<file path="src/rtl/ex_hilo_muldiv_pkg.sv">
// Shared types for the EX-stage HI/LO multiply/divide unit: op and FSM state encodings
// plus the default datapath width.
package ex_hilo_muldiv_pkg;

  localparam int RegDataWidth = 32;

  typedef enum logic [1:0] {
    MULDIV_MULT  = 2'b00,
    MULDIV_MULTU = 2'b01,
    MULDIV_DIV   = 2'b10,
    MULDIV_DIVU  = 2'b11
  } muldiv_op_e;

  typedef enum logic [2:0] {
    ST_IDLE,
    ST_MUL,
    ST_DIV,
    ST_FIX,
    ST_DZ
  } muldiv_state_e;

endpackage

</file>
<file path="src/rtl/ex_hilo_muldiv_div_iter.sv">
// Unsigned restoring divider core: one quotient bit per cycle, DATA_W cycles after start,
// then a one-cycle valid pulse with quotient/remainder held until the next start.
module muldiv_div_iter #(
  parameter int DATA_W = 32
) (
  input  logic              i_clk,
  input  logic              i_rst_n,
  input  logic              i_start,
  input  logic              i_abort,
  input  logic [DATA_W-1:0] i_a,
  input  logic [DATA_W-1:0] i_b,
  output logic [DATA_W-1:0] o_q,
  output logic [DATA_W-1:0] o_r,
  output logic              o_valid
);

  localparam int CNT_W = $clog2(DATA_W);

  logic [DATA_W-1:0] r_rem, r_quo, r_dvs;
  logic [CNT_W-1:0]  r_cnt;
  logic              r_run, r_valid;

  logic [DATA_W:0]   w_shift;
  logic              w_ge;

  // Partial remainder shifted left with the next dividend bit brought in.
  assign w_shift = {r_rem, r_quo[DATA_W-1]};
  assign w_ge    = (w_shift >= {1'b0, r_dvs});

  always_ff @(posedge i_clk or negedge i_rst_n) begin
    if (!i_rst_n) begin
      r_rem   <= '0;
      r_quo   <= '0;
      r_dvs   <= '0;
      r_cnt   <= '0;
      r_run   <= 1'b0;
      r_valid <= 1'b0;
    end else begin
      r_valid <= 1'b0;
      if (i_abort) begin
        r_run <= 1'b0;
      end else if (i_start) begin
        r_rem <= '0;
        r_quo <= i_a;
        r_dvs <= i_b;
        r_cnt <= CNT_W'(DATA_W - 1);
        r_run <= 1'b1;
      end else if (r_run) begin
        r_rem <= w_ge ? DATA_W'(w_shift - {1'b0, r_dvs}) : w_shift[DATA_W-1:0];
        r_quo <= {r_quo[DATA_W-2:0], w_ge};
        r_cnt <= r_cnt - 1'b1;
        if (r_cnt == '0) begin
          r_run   <= 1'b0;
          r_valid <= 1'b1;
        end
      end
    end
  end

  assign o_q     = r_quo;
  assign o_r     = r_rem;
  assign o_valid = r_valid;

endmodule

</file>
<file path="src/rtl/ex_hilo_muldiv.sv">
// EX-stage multi-cycle multiply/divide unit feeding HI/LO: pipelined multiplier,
// iterative divider with sign fix-up, stall request and one-cycle HI/LO write pulse.
module ex_hilo_muldiv
  import ex_hilo_muldiv_pkg::*;
#(
  parameter int DATA_W     = RegDataWidth,
  parameter int MUL_STAGES = 2
) (
  input  logic              i_clk,
  input  logic              i_rst_n,
  input  logic              i_start,
  input  logic [1:0]        i_op,
  input  logic [DATA_W-1:0] i_src_a,
  input  logic [DATA_W-1:0] i_src_b,
  input  logic              i_flush,
  output logic              o_busy,
  output logic              o_stall_req,
  output logic              o_done,
  output logic              o_we_hi,
  output logic              o_we_lo,
  output logic [DATA_W-1:0] o_hi_out,
  output logic [DATA_W-1:0] o_lo_out,
  output logic              o_div_by_zero
);

  muldiv_state_e       r_state;
  logic [1:0]          r_cnt;
  logic                r_done, r_dbz, r_q_neg, r_r_neg;
  logic [DATA_W-1:0]   r_hi, r_lo;

  muldiv_op_e          w_op;
  logic                w_is_div, w_signed, w_a_neg, w_b_neg, w_b_zero;
  logic                w_accept, w_div_start, w_div_valid;
  logic [DATA_W-1:0]   w_a_abs, w_b_abs, w_div_q, w_div_r, w_q_fix, w_r_fix;
  logic [2*DATA_W-1:0] w_prod, w_mul_res;

  assign w_op        = muldiv_op_e'(i_op);
  assign w_is_div    = (w_op == MULDIV_DIV) || (w_op == MULDIV_DIVU);
  assign w_signed    = (w_op == MULDIV_MULT) || (w_op == MULDIV_DIV);
  assign w_a_neg     = w_signed & i_src_a[DATA_W-1];
  assign w_b_neg     = w_signed & i_src_b[DATA_W-1];
  assign w_b_zero    = (i_src_b == '0);
  assign w_accept    = i_start & ~i_flush & (r_state == ST_IDLE);
  assign w_div_start = w_accept & w_is_div & ~w_b_zero;
  assign w_a_abs     = w_a_neg ? (-i_src_a) : i_src_a;
  assign w_b_abs     = w_b_neg ? (-i_src_b) : i_src_b;

  // Sign-extending both operands lets one modulo-2^(2W) multiplier serve MULT and MULTU.
  assign w_prod = {{DATA_W{w_a_neg}}, i_src_a} * {{DATA_W{w_b_neg}}, i_src_b};

  if (MUL_STAGES == 1) begin : g_mul_direct
    assign w_mul_res = w_prod;
  end else begin : g_mul_pipe
    logic [2*DATA_W-1:0] r_pipe [MUL_STAGES-1];
    // NOTE: pure datapath pipeline with no reset; the FSM alone decides when a stage is meaningful.
    always_ff @(posedge i_clk) begin
      r_pipe[0] <= w_prod;
      for (int i = 1; i < MUL_STAGES - 1; i++) r_pipe[i] <= r_pipe[i-1];
    end
    assign w_mul_res = r_pipe[MUL_STAGES-2];
  end

  muldiv_div_iter #(.DATA_W(DATA_W)) u_div (
    .i_clk   (i_clk),
    .i_rst_n (i_rst_n),
    .i_start (w_div_start),
    .i_abort (i_flush),
    .i_a     (w_a_abs),
    .i_b     (w_b_abs),
    .o_q     (w_div_q),
    .o_r     (w_div_r),
    .o_valid (w_div_valid)
  );

  always_comb begin
    // NOTE: defaults first so every path assigns both outputs and no latch is inferred.
    w_q_fix = w_div_q;
    w_r_fix = w_div_r;
    if (r_q_neg) w_q_fix = -w_div_q;
    if (r_r_neg) w_r_fix = -w_div_r;
  end

  always_ff @(posedge i_clk or negedge i_rst_n) begin
    if (!i_rst_n) begin
      r_state <= ST_IDLE;
      r_cnt   <= '0;
      r_done  <= 1'b0;
      r_dbz   <= 1'b0;
      r_q_neg <= 1'b0;
      r_r_neg <= 1'b0;
      r_hi    <= '0;
      r_lo    <= '0;
    end else begin
      // NOTE: non-blocking assignments so every register samples pre-edge values.
      r_done <= 1'b0;
      r_dbz  <= 1'b0;
      if (i_flush) begin
        r_state <= ST_IDLE;
      end else begin
        unique case (r_state)
          ST_IDLE: if (w_accept) begin
            r_q_neg <= w_a_neg ^ w_b_neg;
            r_r_neg <= w_a_neg;
            if (!w_is_div) begin
              r_state <= ST_MUL;
              r_cnt   <= 2'(MUL_STAGES - 1);
              if (MUL_STAGES == 1) begin
                r_done       <= 1'b1;
                {r_hi, r_lo} <= w_prod;
              end
            end else if (w_b_zero) begin
              r_state <= ST_DZ;
              r_done  <= 1'b1;
              r_dbz   <= 1'b1;
              r_hi    <= i_src_a;
              r_lo    <= '1;
            end else begin
              r_state <= ST_DIV;
            end
          end
          ST_MUL: if (r_cnt == 2'd0) begin
            r_state <= ST_IDLE;
          end else begin
            r_cnt <= r_cnt - 2'd1;
            if (r_cnt == 2'd1) begin
              r_done       <= 1'b1;
              {r_hi, r_lo} <= w_mul_res;
            end
          end
          ST_DIV: if (w_div_valid) begin
            r_state <= ST_FIX;
            r_done  <= 1'b1;
            r_hi    <= w_r_fix;
            r_lo    <= w_q_fix;
          end
          ST_FIX, ST_DZ: r_state <= ST_IDLE;
          default:       r_state <= ST_IDLE;
        endcase
      end
    end
  end

  // A flush landing on the done cycle must not let the HI/LO write through.
  assign o_busy        = (r_state != ST_IDLE);
  assign o_done        = r_done & ~i_flush;
  assign o_we_hi       = o_done;
  assign o_we_lo       = o_done;
  assign o_div_by_zero = r_dbz & ~i_flush;
  assign o_stall_req   = o_busy | (i_start & ~o_done);
  assign o_hi_out      = r_hi;
  assign o_lo_out      = r_lo;

endmodule

</file>
<file path="config.mk">
export PLATFORM = sky130hd
export DESIGN_NAME = ex_hilo_muldiv
export DESIGN_NICKNAME = d
export VERILOG_FILES = /design/src/rtl/ex_hilo_muldiv_pkg.sv /design/src/rtl/ex_hilo_muldiv_div_iter.sv /design/src/rtl/ex_hilo_muldiv.sv
export SDC_FILE = /design/constraint.sdc
export NUM_CORES = 2
export LEC_CHECK = 0
export BUFFER_PORTS_ARGS = -buffer_cell sky130_fd_sc_hd__buf_2
export CORE_UTILIZATION = 30
export DETAILED_ROUTE_END_ITERATION = 12
export PLACE_DENSITY = 0.51
export SYNTH_ARGS = -nofsm -noshare
export SYNTH_HDL_FRONTEND = slang
export SYNTH_HIERARCHICAL = 1
export SYNTH_SLANG_ARGS = --single-unit
</file>
<file path="constraint.sdc">
create_clock -name i_clk -period 4.05 [get_ports i_clk]
set_input_delay 0.6075 -clock i_clk [delete_from_list [all_inputs] [get_ports i_clk]]
set_output_delay 0.6075 -clock i_clk [all_outputs]
set_load 0.01 [all_outputs]
</file>
==> flow_metrics.py <==
metrics = {
    "status": {
        "status": "complete, but fails checks",
        "violations": "negative setup slack",
    },
    "clock_network": {
        "cts.htree.levels": 1,
        "cts_root_buffer": "clkbuf_16",
        "clock_latency_ns": 0.57,
        "clock-sinks": 240,
        "clk_pin_slew_ns": 0.06,
        "cts_buffers": 26,
        "cts_tree": "done",
        "clockBufferDepth": 3,
    },
    "yosys": {
        "syn_avg_cell_area_um2": 8.936,
        "syn_nets": 7233,
        "synth_top_area_share_pct": 43.61,
        "async_flop_share_pct": 73.33,
        "synth-edff-count": 0,
        "yosysTopAreaCell": "fa_1",
        "ys_types": 87,
        "ys_seq_elements": 240,
        "synthCells": 5785,
        "synthFlopType": "dfrtp_1",
        "seq_area_frac_synth_pct": 11.00,
        "ys_warn_count": 6,
        "syn_area_um2": 51690,
        "synthTopCellsByArea": "fa_1 44%, dfrtp_1 8.5%, inv_1 8.3%, nand2_1 6.5%, ha_1 6.1%",
    },
    "critical_path": {
        "required_ns": 4.50,
        "cp_max_fo": 7,
        "slowest_stage": "fa_1",
        "cp.arrival_ns": 7.69,
        "start_kind": "input pin",
        "endpoint_kind": "flop",
        "timing.critical_path.mode_cell": "fa_1",
        "critical_path_class": "input pin to flop",
        "critical-path-top-delay-family": "adder cells",
        "critical_path_buf_inv_count": 10,
        "slowest_delay_ns": 0.55,
    },
    "timing": {
        "fmax_mhz": 138.0,
        "skew_ns": 0.009748,
        "setup_viol_count_final": 56,
        "layout_min_cycle_time_ns": 7.245,
        "worst_pin_slew_ns": 1.194,
        "slew_headroom_pct": 20.43,
        "post-route-period-util_pct": 178.9,
        "grt_setup_unrepaired": "true",
        "finalHoldViolCount": 0,
        "timing.final.ws_setup_ns": -3.195,
        "final_max_slew_viol_count": 0,
    },
    "placed_design": {
        "placedCellCount": 8517,
        "hpwl_um": 149600,
        "port_buffers": 139,
        "pre_cts_ws_ns": -4.271,
        "dpl_cell_area_um2": 60370,
        "place.gp.congestion": 0.9650,
    },
    "route": {
        "first_pass_iters": 6,
        "viasPerCell": 4.812,
        "drcViolationCount": 0,
        "drt_iter0_markers": 2611,
        "via_count": 41645,
        "drtAntennaViolNets": 0,
        "routedWlPerCell_um": 20.64,
        "wl_um": 178600,
    },
    "die": {
        "die_h_um": 417.1,
        "dieArea_um2": 174000,
        "start_util_pct": 30.37,
        "fp-row-count": 151,
        "coreArea_um2": 170200,
        "ios": 140,
        "fp.dieW_um": 417.1,
    },
    "global_routing": {
        "grt_pass1_vias": 44328,
        "grt_pass1_wl_um": 274100,
        "antenna_found_initial": 9,
        "grt_start_max_net_pins": 98,
        "track_usage_pct": 20.67,
        "grt-ovfl-total": 0,
    },
    "final_layout": {
        "drive_gt1_share_pct": 22.55,
        "fin_area_um2": 64740,
        "synthToLayoutAreaGrowth_pct": 25.24,
        "post-route-util_pct": 38.03,
        "stdcell_count": 8655,
        "nNetsFinal": 7783,
    },
    "flow_run": {
        "maxCapViolCount": 0,
    },
    "min_path": {
        "min_path_type": "input pin to asynchronous set/reset pin",
    },
}
[synthesized netlist by cell type, drive strengths merged (6+ instances only)]
cell type     n
nand3        26
o211ai        8
a22oi        62
mux2i        29
o21a         13
o21bai       13
a211oi       25
a21o         50
a21oi       178
ha          252
or4           9
a211o         7
a21boi        6
nor2b        17
nor4         16
nand4        15
nand2       899
xnor2       132
o21ai       194
nor2        238
and3         12
and2        357
inv        1139
clkbuf      312
a221oi       34
xor2         92
a31oi        31
nor3         34
dfrtp       176
a32oi         7
nand2b       25
or3          24
buf          65
o31ai        31
fa         1126
o41ai        13
dfxtp        64
[cell usage in the layout (no fill, tap or decap), types with 17 or more instances in the layout]
| master | count |
|---|---|
| dfxtp_1 | 64 |
| o31ai_1 | 27 |
| mux2i_1 | 29 |
| a211oi_1 | 18 |
| a221oi_1 | 32 |
| o21ai_0 | 116 |
| fa_1 | 1044 |
| nand2_1 | 869 |
| buf_8 | 34 |
| and2_1 | 313 |
| a22oi_1 | 62 |
| xor2_1 | 85 |
| ha_4 | 71 |
| ha_1 | 176 |
| nand2b_1 | 21 |
| or3_1 | 19 |
| nor2_2 | 17 |
| a31oi_1 | 31 |
| dfrtp_1 | 176 |
| clkbuf_16 | 27 |
| nand3_1 | 18 |
| buf_2 | 80 |
| inv_2 | 66 |
| fa_2 | 82 |
| o21ai_1 | 54 |
| nand2_2 | 19 |
| buf_12 | 64 |
| nor3_1 | 26 |
| a21o_1 | 50 |
| buf_4 | 595 |
| and2_4 | 44 |
| inv_1 | 1067 |
| a21oi_1 | 138 |
| a21oi_2 | 25 |
| buf_6 | 115 |
| xnor2_1 | 122 |
| nor2_1 | 210 |
[worst reg2reg max path, stage by stage (launching register included)]
cell,delay (ns)
dfrtp_1,0.45
or4_1,0.62
or3_1,0.36
nor3_1,0.21
buf_4,0.19
nand2_1,0.09
or3_1,0.35
o31ai_1,0.21
buf_4,0.18
xor2_1,0.16
nor2_1,0.07
a221oi_2,0.46
buf_4,0.22
a21oi_1,0.06
[flip-flops by register name, indices dropped and copies added, names as in the netlist, 2 cells and up]
signal / cells
u_div/o_r: 32
r_cnt: 2
o_lo_out: 32
r_state: 3
u_div/r_cnt: 5
u_div/r_dvs: 32
g_mul_pipe.r_pipe: 64
u_div/o_q: 32
o_hi_out: 32
[final timing paths]
path	to	cells past startpoint	slack [ns]	startpoint
max in group asynchronous	o_hi_out[16]	2	3.01	i_rst_n
min	o_hi_out[31]	1	0.11	i_rst_n
min in group i_clk	r_state[2]	3	0.42	i_op[1]
max	g_mul_pipe.r_pipe[0][51]	30	-3.20	i_src_b[0]
min reg2reg	o_lo_out[2]	2	0.46	g_mul_pipe.r_pipe[0][2]
max reg2reg	o_hi_out[31]	13	0.32	u_div/o_r[8]
[layer usage]
metal | up-vias | global-route usage [%] | routed length [µm]
li1 | 18606 | - | -
met4 | 2 | 5.234 | 5464
met1 | 21845 | 28.19 | 77630
met2 | 1009 | 35.10 | 87400
met3 | 183 | 1.865 | 8114
met5 | - | 0 | 13
[logic make-up (layout without fill, tap and decap cells)]
family                   after synthesis  in the layout  share of synthesized area [%]
AND/OR/NAND/NOR                     1691           1691                          15.02
buffers and inverters               1516           2086                          11.17
adder cells (fa/ha/maj)             1378           1378                          49.71
AO/OA/AOI/OAI                        705            705                          8.714
flip-flops                           240            240                          11.00
XOR/XNOR                             224            224                          3.795
multiplexers                          31             31                         0.6051
other                                  0              5                              0
[metrics by stage]
step                      hold WS (ns)  setup TNS, ns
after floorplan                 0.3119        -144.64
after global placement          0.4429        -197.40
after detailed placement        0.4492        -197.58
after CTS                       0.1584        -137.09
after global routing            0.1676        -150.64
final                           0.1145        -141.63
[cell type report]
class                   count  area [µm²]
clock inverters            15       173.9
repair buffers            899        8240
multi-input cells        4029       42760
fillers                 17204      105500
flip-flops and latches    240        5685
clock buffers              33       696.9
diodes                      5       12.51
inverters                1139        4294
well taps                2295        2872
[what timing repair did]
| item | CTS | global route |
|---|---|---|
| resized for setup | 481 | 187 |
| buffers inserted | 67 | 27 |
| hold buffers | 0 | 0 |
| pin swaps | 191 | 143 |
| gates cloned | 6 | 1 |
| setup endpoints to repair | 58 | 58 |
Power is left out: the tool's default activity adds up to more than one toggle a clock period on the data nets, which glitch-free logic cannot reach.
